<file path="src/rtl/ps2_pkg.sv">
// ps2_pkg: shared constants and types for the PS/2 keyboard receiver.
//   - prefix codes (extended, release, pause) and the pause skip length
//   - list of keyboard status/handshake codes that never become key events
//   - bit-level FSM state enum and the key event layout
package ps2_pkg;

  localparam logic [7:0] CODE_EXT   = 8'hE0;
  localparam logic [7:0] CODE_REL   = 8'hF0;
  localparam logic [7:0] CODE_PAUSE = 8'hE1;

  // bytes left in the Pause sequence after its leading E1
  localparam logic [2:0] PAUSE_SKIP = 3'd7;

  localparam int N_IGNORE = 6;
  localparam logic [N_IGNORE-1:0][7:0] IGNORE_CODES =
    {8'h00, 8'hAA, 8'hEE, 8'hFA, 8'hFE, 8'hFF};

  typedef enum logic [1:0] {
    ST_IDLE,
    ST_DATA,
    ST_PARITY,
    ST_STOP
  } bit_state_e;

  typedef struct packed {
    logic       toggle;
    logic       pressed;
    logic       ext;
    logic [7:0] code;
  } key_evt_t;

  function automatic logic is_ignored(input logic [7:0] b);
    logic hit;
    hit = 1'b0;
    for (int i = 0; i < N_IGNORE; i++)
      if (IGNORE_CODES[i] == b) hit = 1'b1;
    return hit;
  endfunction

endpackage

</file>
<file path="src/rtl/ps2_key_gen_if.sv">
// ps2_key_gen_if: PS/2 line inputs plus decoded outputs of the key generator.
//   slave  : the decoder side (samples ps2 lines, drives key/byte/status)
//   master : the keyboard/host side (drives ps2 lines, observes results)
interface ps2_key_gen_if;
  logic        ps2_clk;
  logic        ps2_data;
  logic [10:0] ps2_key;
  logic [7:0]  rx_byte;
  logic        rx_strobe;
  logic        frame_err;

  modport slave (
    input  ps2_clk, ps2_data,
    output ps2_key, rx_byte, rx_strobe, frame_err
  );

  modport master (
    output ps2_clk, ps2_data,
    input  ps2_key, rx_byte, rx_strobe, frame_err
  );
endinterface

</file>
<file path="src/rtl/ps2_frame_rx.sv">
// ps2_frame_rx: PS/2 serial frame receiver.
//   clk_sys, reset      : system clock, synchronous active-high reset
//   ps2_clk, ps2_data   : raw asynchronous PS/2 lines
//   rx_byte, rx_strobe  : last good byte, one-cycle update pulse
//   frame_err           : one-cycle pulse on parity/stop/timeout error
module ps2_frame_rx
  import ps2_pkg::*;
#(
  parameter int FILTER_LEN = 8,
  parameter int TIMEOUT    = 49152
) (
  input  logic       clk_sys,
  input  logic       reset,
  input  logic       ps2_clk,
  input  logic       ps2_data,
  output logic [7:0] rx_byte,
  output logic       rx_strobe,
  output logic       frame_err
);

  localparam int FW = $clog2(FILTER_LEN + 1);
  localparam int TW = $clog2(TIMEOUT + 1);

  logic [1:0]    clk_sync, data_sync;
  logic          clk_filt;
  logic [FW-1:0] filt_cnt;
  logic          fall;
  logic          din;

  // Synchronisers reset high so a reset never fabricates a falling edge.
  // The filter only adopts a new level after FILTER_LEN consecutive
  // disagreeing samples; fall is registered alongside the level change.
  always_ff @(posedge clk_sys) begin
    if (reset) begin
      clk_sync  <= 2'b11;
      data_sync <= 2'b11;
      clk_filt  <= 1'b1;
      filt_cnt  <= '0;
      fall      <= 1'b0;
    end else begin
      clk_sync  <= {clk_sync[0], ps2_clk};
      data_sync <= {data_sync[0], ps2_data};
      fall      <= 1'b0;
      if (clk_sync[1] == clk_filt) begin
        filt_cnt <= '0;
      end else if (filt_cnt == FW'(FILTER_LEN - 1)) begin
        clk_filt <= clk_sync[1];
        filt_cnt <= '0;
        fall     <= clk_filt;
      end else begin
        filt_cnt <= filt_cnt + FW'(1);
      end
    end
  end

  assign din = data_sync[1];

  bit_state_e    state;
  logic [2:0]    bit_cnt;
  logic [7:0]    shreg;
  logic          par_bit;
  logic [TW-1:0] tmo;

  always_ff @(posedge clk_sys) begin
    if (reset) begin
      state     <= ST_IDLE;
      bit_cnt   <= '0;
      shreg     <= '0;
      par_bit   <= 1'b0;
      tmo       <= '0;
      rx_byte   <= '0;
      rx_strobe <= 1'b0;
      frame_err <= 1'b0;
    end else begin
      rx_strobe <= 1'b0;
      frame_err <= 1'b0;
      if (fall || state == ST_IDLE) tmo <= '0;
      else                          tmo <= tmo + TW'(1);

      if (state != ST_IDLE && !fall && tmo == TW'(TIMEOUT - 1)) begin
        frame_err <= 1'b1;
        state     <= ST_IDLE;
      end else if (fall) begin
        case (state)
          ST_IDLE: begin
            // a high "start" bit is line noise, not an error
            if (!din) begin
              state   <= ST_DATA;
              bit_cnt <= '0;
            end
          end
          ST_DATA: begin
            shreg   <= {din, shreg[7:1]};
            bit_cnt <= bit_cnt + 3'd1;
            if (bit_cnt == 3'd7) state <= ST_PARITY;
          end
          ST_PARITY: begin
            par_bit <= din;
            state   <= ST_STOP;
          end
          ST_STOP: begin
            state <= ST_IDLE;
            if (din && (^{shreg, par_bit})) begin
              rx_byte   <= shreg;
              rx_strobe <= 1'b1;
            end else begin
              frame_err <= 1'b1;
            end
          end
          default: state <= ST_IDLE;
        endcase
      end
    end
  end

endmodule

</file>
<file path="src/rtl/ps2_key_gen.sv">
// ps2_key_gen: PS/2 keyboard front end producing toggle-style key events.
//   clk_sys, reset : system clock, synchronous active-high reset
//   bus (slave)    : ps2_clk/ps2_data in; ps2_key, rx_byte, rx_strobe,
//                    frame_err out
// ps2_key = {toggle, pressed, extended, scancode}; toggle flips once per event.
module ps2_key_gen
  import ps2_pkg::*;
#(
  parameter int FILTER_LEN = 8,
  parameter int TIMEOUT    = 49152
) (
  input  logic        clk_sys,
  input  logic        reset,
  ps2_key_gen_if.slave bus
);

  logic [7:0] rx_byte;
  logic       rx_strobe;
  logic       frame_err;

  ps2_frame_rx #(
    .FILTER_LEN(FILTER_LEN),
    .TIMEOUT   (TIMEOUT)
  ) u_frame_rx (
    .clk_sys  (clk_sys),
    .reset    (reset),
    .ps2_clk  (bus.ps2_clk),
    .ps2_data (bus.ps2_data),
    .rx_byte  (rx_byte),
    .rx_strobe(rx_strobe),
    .frame_err(frame_err)
  );

  key_evt_t   key;
  logic       ext, rel;
  logic [2:0] skip;

  always_ff @(posedge clk_sys) begin
    if (reset) begin
      key  <= '0;
      ext  <= 1'b0;
      rel  <= 1'b0;
      skip <= '0;
    end else if (frame_err) begin
      // a broken frame may have been a prefix; never let it leak forward
      ext  <= 1'b0;
      rel  <= 1'b0;
      skip <= '0;
    end else if (rx_strobe) begin
      if (skip != 3'd0) begin
        skip <= skip - 3'd1;
      end else if (rx_byte == CODE_EXT) begin
        ext <= 1'b1;
      end else if (rx_byte == CODE_REL) begin
        rel <= 1'b1;
      end else if (rx_byte == CODE_PAUSE) begin
        skip <= PAUSE_SKIP;
      end else if (ext || rel || !is_ignored(rx_byte)) begin
        // status codes are only dropped when no prefix is pending
        key <= '{toggle: ~key.toggle, pressed: ~rel, ext: ext, code: rx_byte};
        ext <= 1'b0;
        rel <= 1'b0;
      end
    end
  end

  assign bus.ps2_key   = key;
  assign bus.rx_byte   = rx_byte;
  assign bus.rx_strobe = rx_strobe;
  assign bus.frame_err = frame_err;

endmodule
</file>
<file path="src/flat_wrapper.sv">
// flat-port wrapper written by rule: the top's interface ports become plain ports
module ps2_key_gen_flat import ps2_pkg::*;
#(
  parameter int FILTER_LEN = 8,
  parameter int TIMEOUT    = 49152
)
  (clk_sys, reset, bus_ps2_clk, bus_ps2_data, bus_ps2_key, bus_rx_byte, bus_rx_strobe, bus_frame_err);
  ps2_key_gen_if bus_i ();
  input  logic clk_sys;
  input  logic reset;
  input wire logic [$bits(bus_i.ps2_clk)-1:0] bus_ps2_clk;
  input wire logic [$bits(bus_i.ps2_data)-1:0] bus_ps2_data;
  output wire logic [$bits(bus_i.ps2_key)-1:0] bus_ps2_key;
  output wire logic [$bits(bus_i.rx_byte)-1:0] bus_rx_byte;
  output wire logic [$bits(bus_i.rx_strobe)-1:0] bus_rx_strobe;
  output wire logic [$bits(bus_i.frame_err)-1:0] bus_frame_err;
  assign bus_i.ps2_clk = bus_ps2_clk;
  assign bus_i.ps2_data = bus_ps2_data;
  assign bus_ps2_key = bus_i.ps2_key;
  assign bus_rx_byte = bus_i.rx_byte;
  assign bus_rx_strobe = bus_i.rx_strobe;
  assign bus_frame_err = bus_i.frame_err;
  ps2_key_gen #(.FILTER_LEN(FILTER_LEN), .TIMEOUT(TIMEOUT)) u_core (.clk_sys(clk_sys), .reset(reset), .bus(bus_i));
endmodule
</file>
<file path="config.mk">
export PLATFORM = sky130hd
export DESIGN_NAME = ps2_key_gen_flat
export DESIGN_NICKNAME = d
export VERILOG_FILES = /design/src/rtl/ps2_pkg.sv /design/src/rtl/ps2_key_gen_if.sv /design/src/rtl/ps2_frame_rx.sv /design/src/rtl/ps2_key_gen.sv /design/src/flat_wrapper.sv
export SDC_FILE = /design/constraint.sdc
export NUM_CORES = 1
export LEC_CHECK = 0
export CORE_MARGIN = 1
export CORE_UTILIZATION = 56
export CTS_BUF_LIST = sky130_fd_sc_hd__clkbuf_8
export DETAILED_ROUTE_END_ITERATION = 8
export GPL_TIMING_DRIVEN = 0
export PLACE_DENSITY = 0.87
export SLEW_MARGIN = 30
export SYNTH_ARGS = -nofsm -noshare
export SYNTH_HDL_FRONTEND = slang
export SYNTH_SLANG_ARGS = --single-unit
</file>
<file path="constraint.sdc">
create_clock -name clk_sys -period 2.1 [get_ports clk_sys]
set_input_delay 0.21 -clock clk_sys [delete_from_list [all_inputs] [get_ports clk_sys]]
set_output_delay 0.21 -clock clk_sys [all_outputs]
set_load 0.005 [all_outputs]
</file>
==> results of run 1 <==
## cells in the mapped netlist (all sizes together) (2+ instances only)
library cell	count
nor3	9
a311oi	2
clkbuf	9
xor2	10
a21oi	16
nand2b	3
a211oi	3
nand3	17
or2	6
xnor2	10
inv	10
nand4	2
dfxtp	66
mux2i	19
or3	3
nor2	49
nand3b	2
nand2	21
or4	2
a32oi	2
xnor3	2
o21ai	6
ha	10
and3	7
a2111oi	2
## where the power goes
| group | total, uW | internal, uW | switching (uW) |
|---|---|---|---|
| Sequential | 1260 | 1260 | 2.75 |
| Combinational | 27.6 | 9.24 | 18.4 |
| Clock | 1040 | 598 | 446 |
| Total | 2330 | 1860 | 467 |
## per-stage QoR
stage	instances	area, um^2	power [uW]	worst slack, ns
after floorplan	305	2840	1300	0.349
after global placement	395	3150	1310	0.119
after detailed placement	395	3150	1310	0.0700
after CTS	411	3350	2340	0.0173
after global routing	413	3380	2410	0.0322
final	413	3380	2330	0.130
## state kept, by name, summed over array words and instances (netlist names)
register                     flops
u_core.u_frame_rx.rx_byte        8
u_core.u_frame_rx.tmo           16
u_core.u_frame_rx.fall           1
u_core.u_frame_rx.filt_cnt       4
u_core.u_frame_rx.clk_filt       1
u_core.rel                       1
u_core.u_frame_rx.bit_cnt        3
u_core.u_frame_rx.rx_strobe      1
u_core.u_frame_rx.shreg          8
u_core.u_frame_rx.data_sync      2
u_core.u_frame_rx.frame_err      1
u_core.u_frame_rx.state          2
u_core.bus.ps2_key              11
u_core.u_frame_rx.clk_sync       2
u_core.u_frame_rx.par_bit        1
u_core.skip                      3
u_core.ext                       1
## worst paths after layout
| check | endpoint | slack, ns | depth (start not counted) |
|---|---|---|---|
| worst min-delay path | u_core.u_frame_rx.state[0] | 0.35 | 2 |
| worst min register to register | u_core.u_frame_rx.data_sync[1] | 0.43 | 1 |
| worst max register to register | u_core.bus.ps2_key[3] | 0.13 | 8 |
| worst max-delay path | u_core.bus.ps2_key[3] | 0.13 | 8 |
## worst max-delay path, stage by stage, from the launching register on
cell and delay, ns:
dfxtp_1 0.33, inv_1 0.09, ha_1 0.24, nor4bb_4 0.24
o31ai_1 0.12, a211oi_2 0.33, buf_6 0.21, mux2i_1 0.22
nor2_1 0.06
## repair_timing
item	4_1_cts	5_1_grt
endpoints found under the setup margin	0	10
resized for setup	0	3
setup buffers	0	2
## final cells by class
type,count,area (um^2),area share
repair buffers,25,245,0.0726
clock buffers,11,151,0.0448
plain buffers,10,45.0,0.0133
multi-input cells,219,1450,0.428
flip-flops and latches,66,1320,0.391
clock inverters,5,46.3,0.0137
well taps,67,83.8,0.0248
inverters,10,37.5,0.0111
## per-layer routing
layer	track usage	part of all wire	wire, um
met1	0.259	0.46	2440
met2	0.385	0.50	2630
met3	0.0483	0.031	166
met4	0.102	0.014	73
met5	0	0	0
## cell families (layout without fill, tap and decap cells)
kind of cell,count (synthesis),count (layout),share of synthesized area
adder cells (fa/ha/maj),10,10,0.0441
multiplexers,19,19,0.0715
XOR/XNOR,22,22,0.0794
AND/OR/NAND/NOR,130,130,0.223
flip-flops,66,66,0.466
AO/OA/AOI/OAI,38,38,0.0869
buffers and inverters,20,61,0.0291
## layout by cell type (no fill, tap or decap), drive strengths merged, types with 2 or more instances in the layout
master / count
buf: 3
xnor3: 2
or4: 2
or3: 3
nand2: 21
clkbuf: 20
or2: 6
inv: 13
a2111oi: 2
and3: 7
a32oi: 2
nand4: 2
a311oi: 2
nand2b: 3
a21oi: 16
nor2: 49
o21ai: 6
xnor2: 10
mux2i: 19
nand3b: 2
nand3: 17
dfxtp: 66
clkdlybuf4s50: 23
xor2: 10
nor3: 9
a211oi: 3
ha: 10
==> results.toml, run 1 <==
[logic_synthesis]
yosysSeqAreaShare = 0.466
synth_ff_type = "dfxtp_1"
avgSynthCellArea_um2 = 9.30
synthTopCellsByArea = "dfxtp_1, nor2_1, mux2i_1"
synth_nets = 319
ys_async_sr_fraction = 0
synth-edff-count = 0
synth.distinct_cells = 45
ys_seq_elements = 66
yosysWarnings = 0
synth_cells = 305
netlist.area_leader.share = 0.466
yosysTopAreaCell = "dfxtp_1"
synthesis.area_um2 = 2840

[layout]
nNetsFinal = 355
areaGrowthSynthToFinish_pct = 19.1
post-route-util = 0.706
diodes = 0
nFillCells = 360
drive_gt1_frac = 0.0809

[detailed_routing]
avgViaCountPerCell = 5.38
drc = 0
dr.pass1.iters = 4
drt_iter0_drc = 106
avgRoutedWirePerCell_um = 12.9
vias = 2220
wl_um = 5310
antenna_left = 0

[worst_setup_path]
worst-path-max-fanout = 10
cp.required_ns = 2.32
cp-end-kind = "register"
startpoint_type = "register"
worstReg2RegStart = "u_core.skip[0]"
path_class = "reg -> reg"
worstPathArrival_ns = 2.19
crit_start = "u_core.skip[0]"

[timing]
timing_max_transition_violations_final = 0
worstMarginPinSlew_ns = 0.569
min_period_ns = 1.97
tns_ns = 0
post-route-period-util = 0.938
finalHoldViolations = 0
setup_violations = 0
hold_ws_ns = 0.347
fmax_mhz = 508
rsz0062_at_grt = "no"
skew_ns = 0.00929
relSlewSlack = 0.618

[clock_network]
clock_latency_ns = 0.34
root_buffer = "clkbuf_8"
cts_tree = "yes"
postCtsHoldBufs = 0
cts.sinks = 66
clockBufferDepth = 2
cts_buffers = 9
h-tree-depth = 3
path_clk_slew_ns = 0.07

[grt]
grt_pass1_vias = 2101
grt_pass1_wl_um = 9050
grt_max_degree = 11
grt.total_usage = 0.222
antenna_found_initial = 0
grt_remaining_overflow = 0

[die]
die_area_um2 = 5350
pin_count = 25
start_util = 0.592
dieHeight_um = 73.2
core_um2 = 4790
num_rows = 25
die_w_um = 73.2

[outcome]
status = "complete, no violations"

[placed_design]
place_congestion = 0.774
dp_hpwl_um = 3690
port_buffers = 23

[power_and_ir_drop]
p_per_area_nw_per_um2 = 690
ir_drop_v = 0.000448
p_leak_uw = 0.00127

[job]
maxCapViolations = 0

[min_path]
hold_path_class = "in -> reg"
hp-start = "reset"
(Power assumes the default switching activity.)
==> run 2, diff against run 1 <==
--- a/config.mk
+++ b/config.mk
@@ -8,7 +8,9 @@
 export CORE_MARGIN = 1
 export CORE_UTILIZATION = 56
 export CTS_BUF_LIST = sky130_fd_sc_hd__clkbuf_8
+export CTS_CLUSTER_SIZE = 12
 export DETAILED_ROUTE_END_ITERATION = 8
+export GPL_ROUTABILITY_DRIVEN = 0
 export GPL_TIMING_DRIVEN = 0
 export PLACE_DENSITY = 0.87
 export SLEW_MARGIN = 30
==> results of run 2 <==
The final DEF is identical to that of run 1; final timing and power are the same.
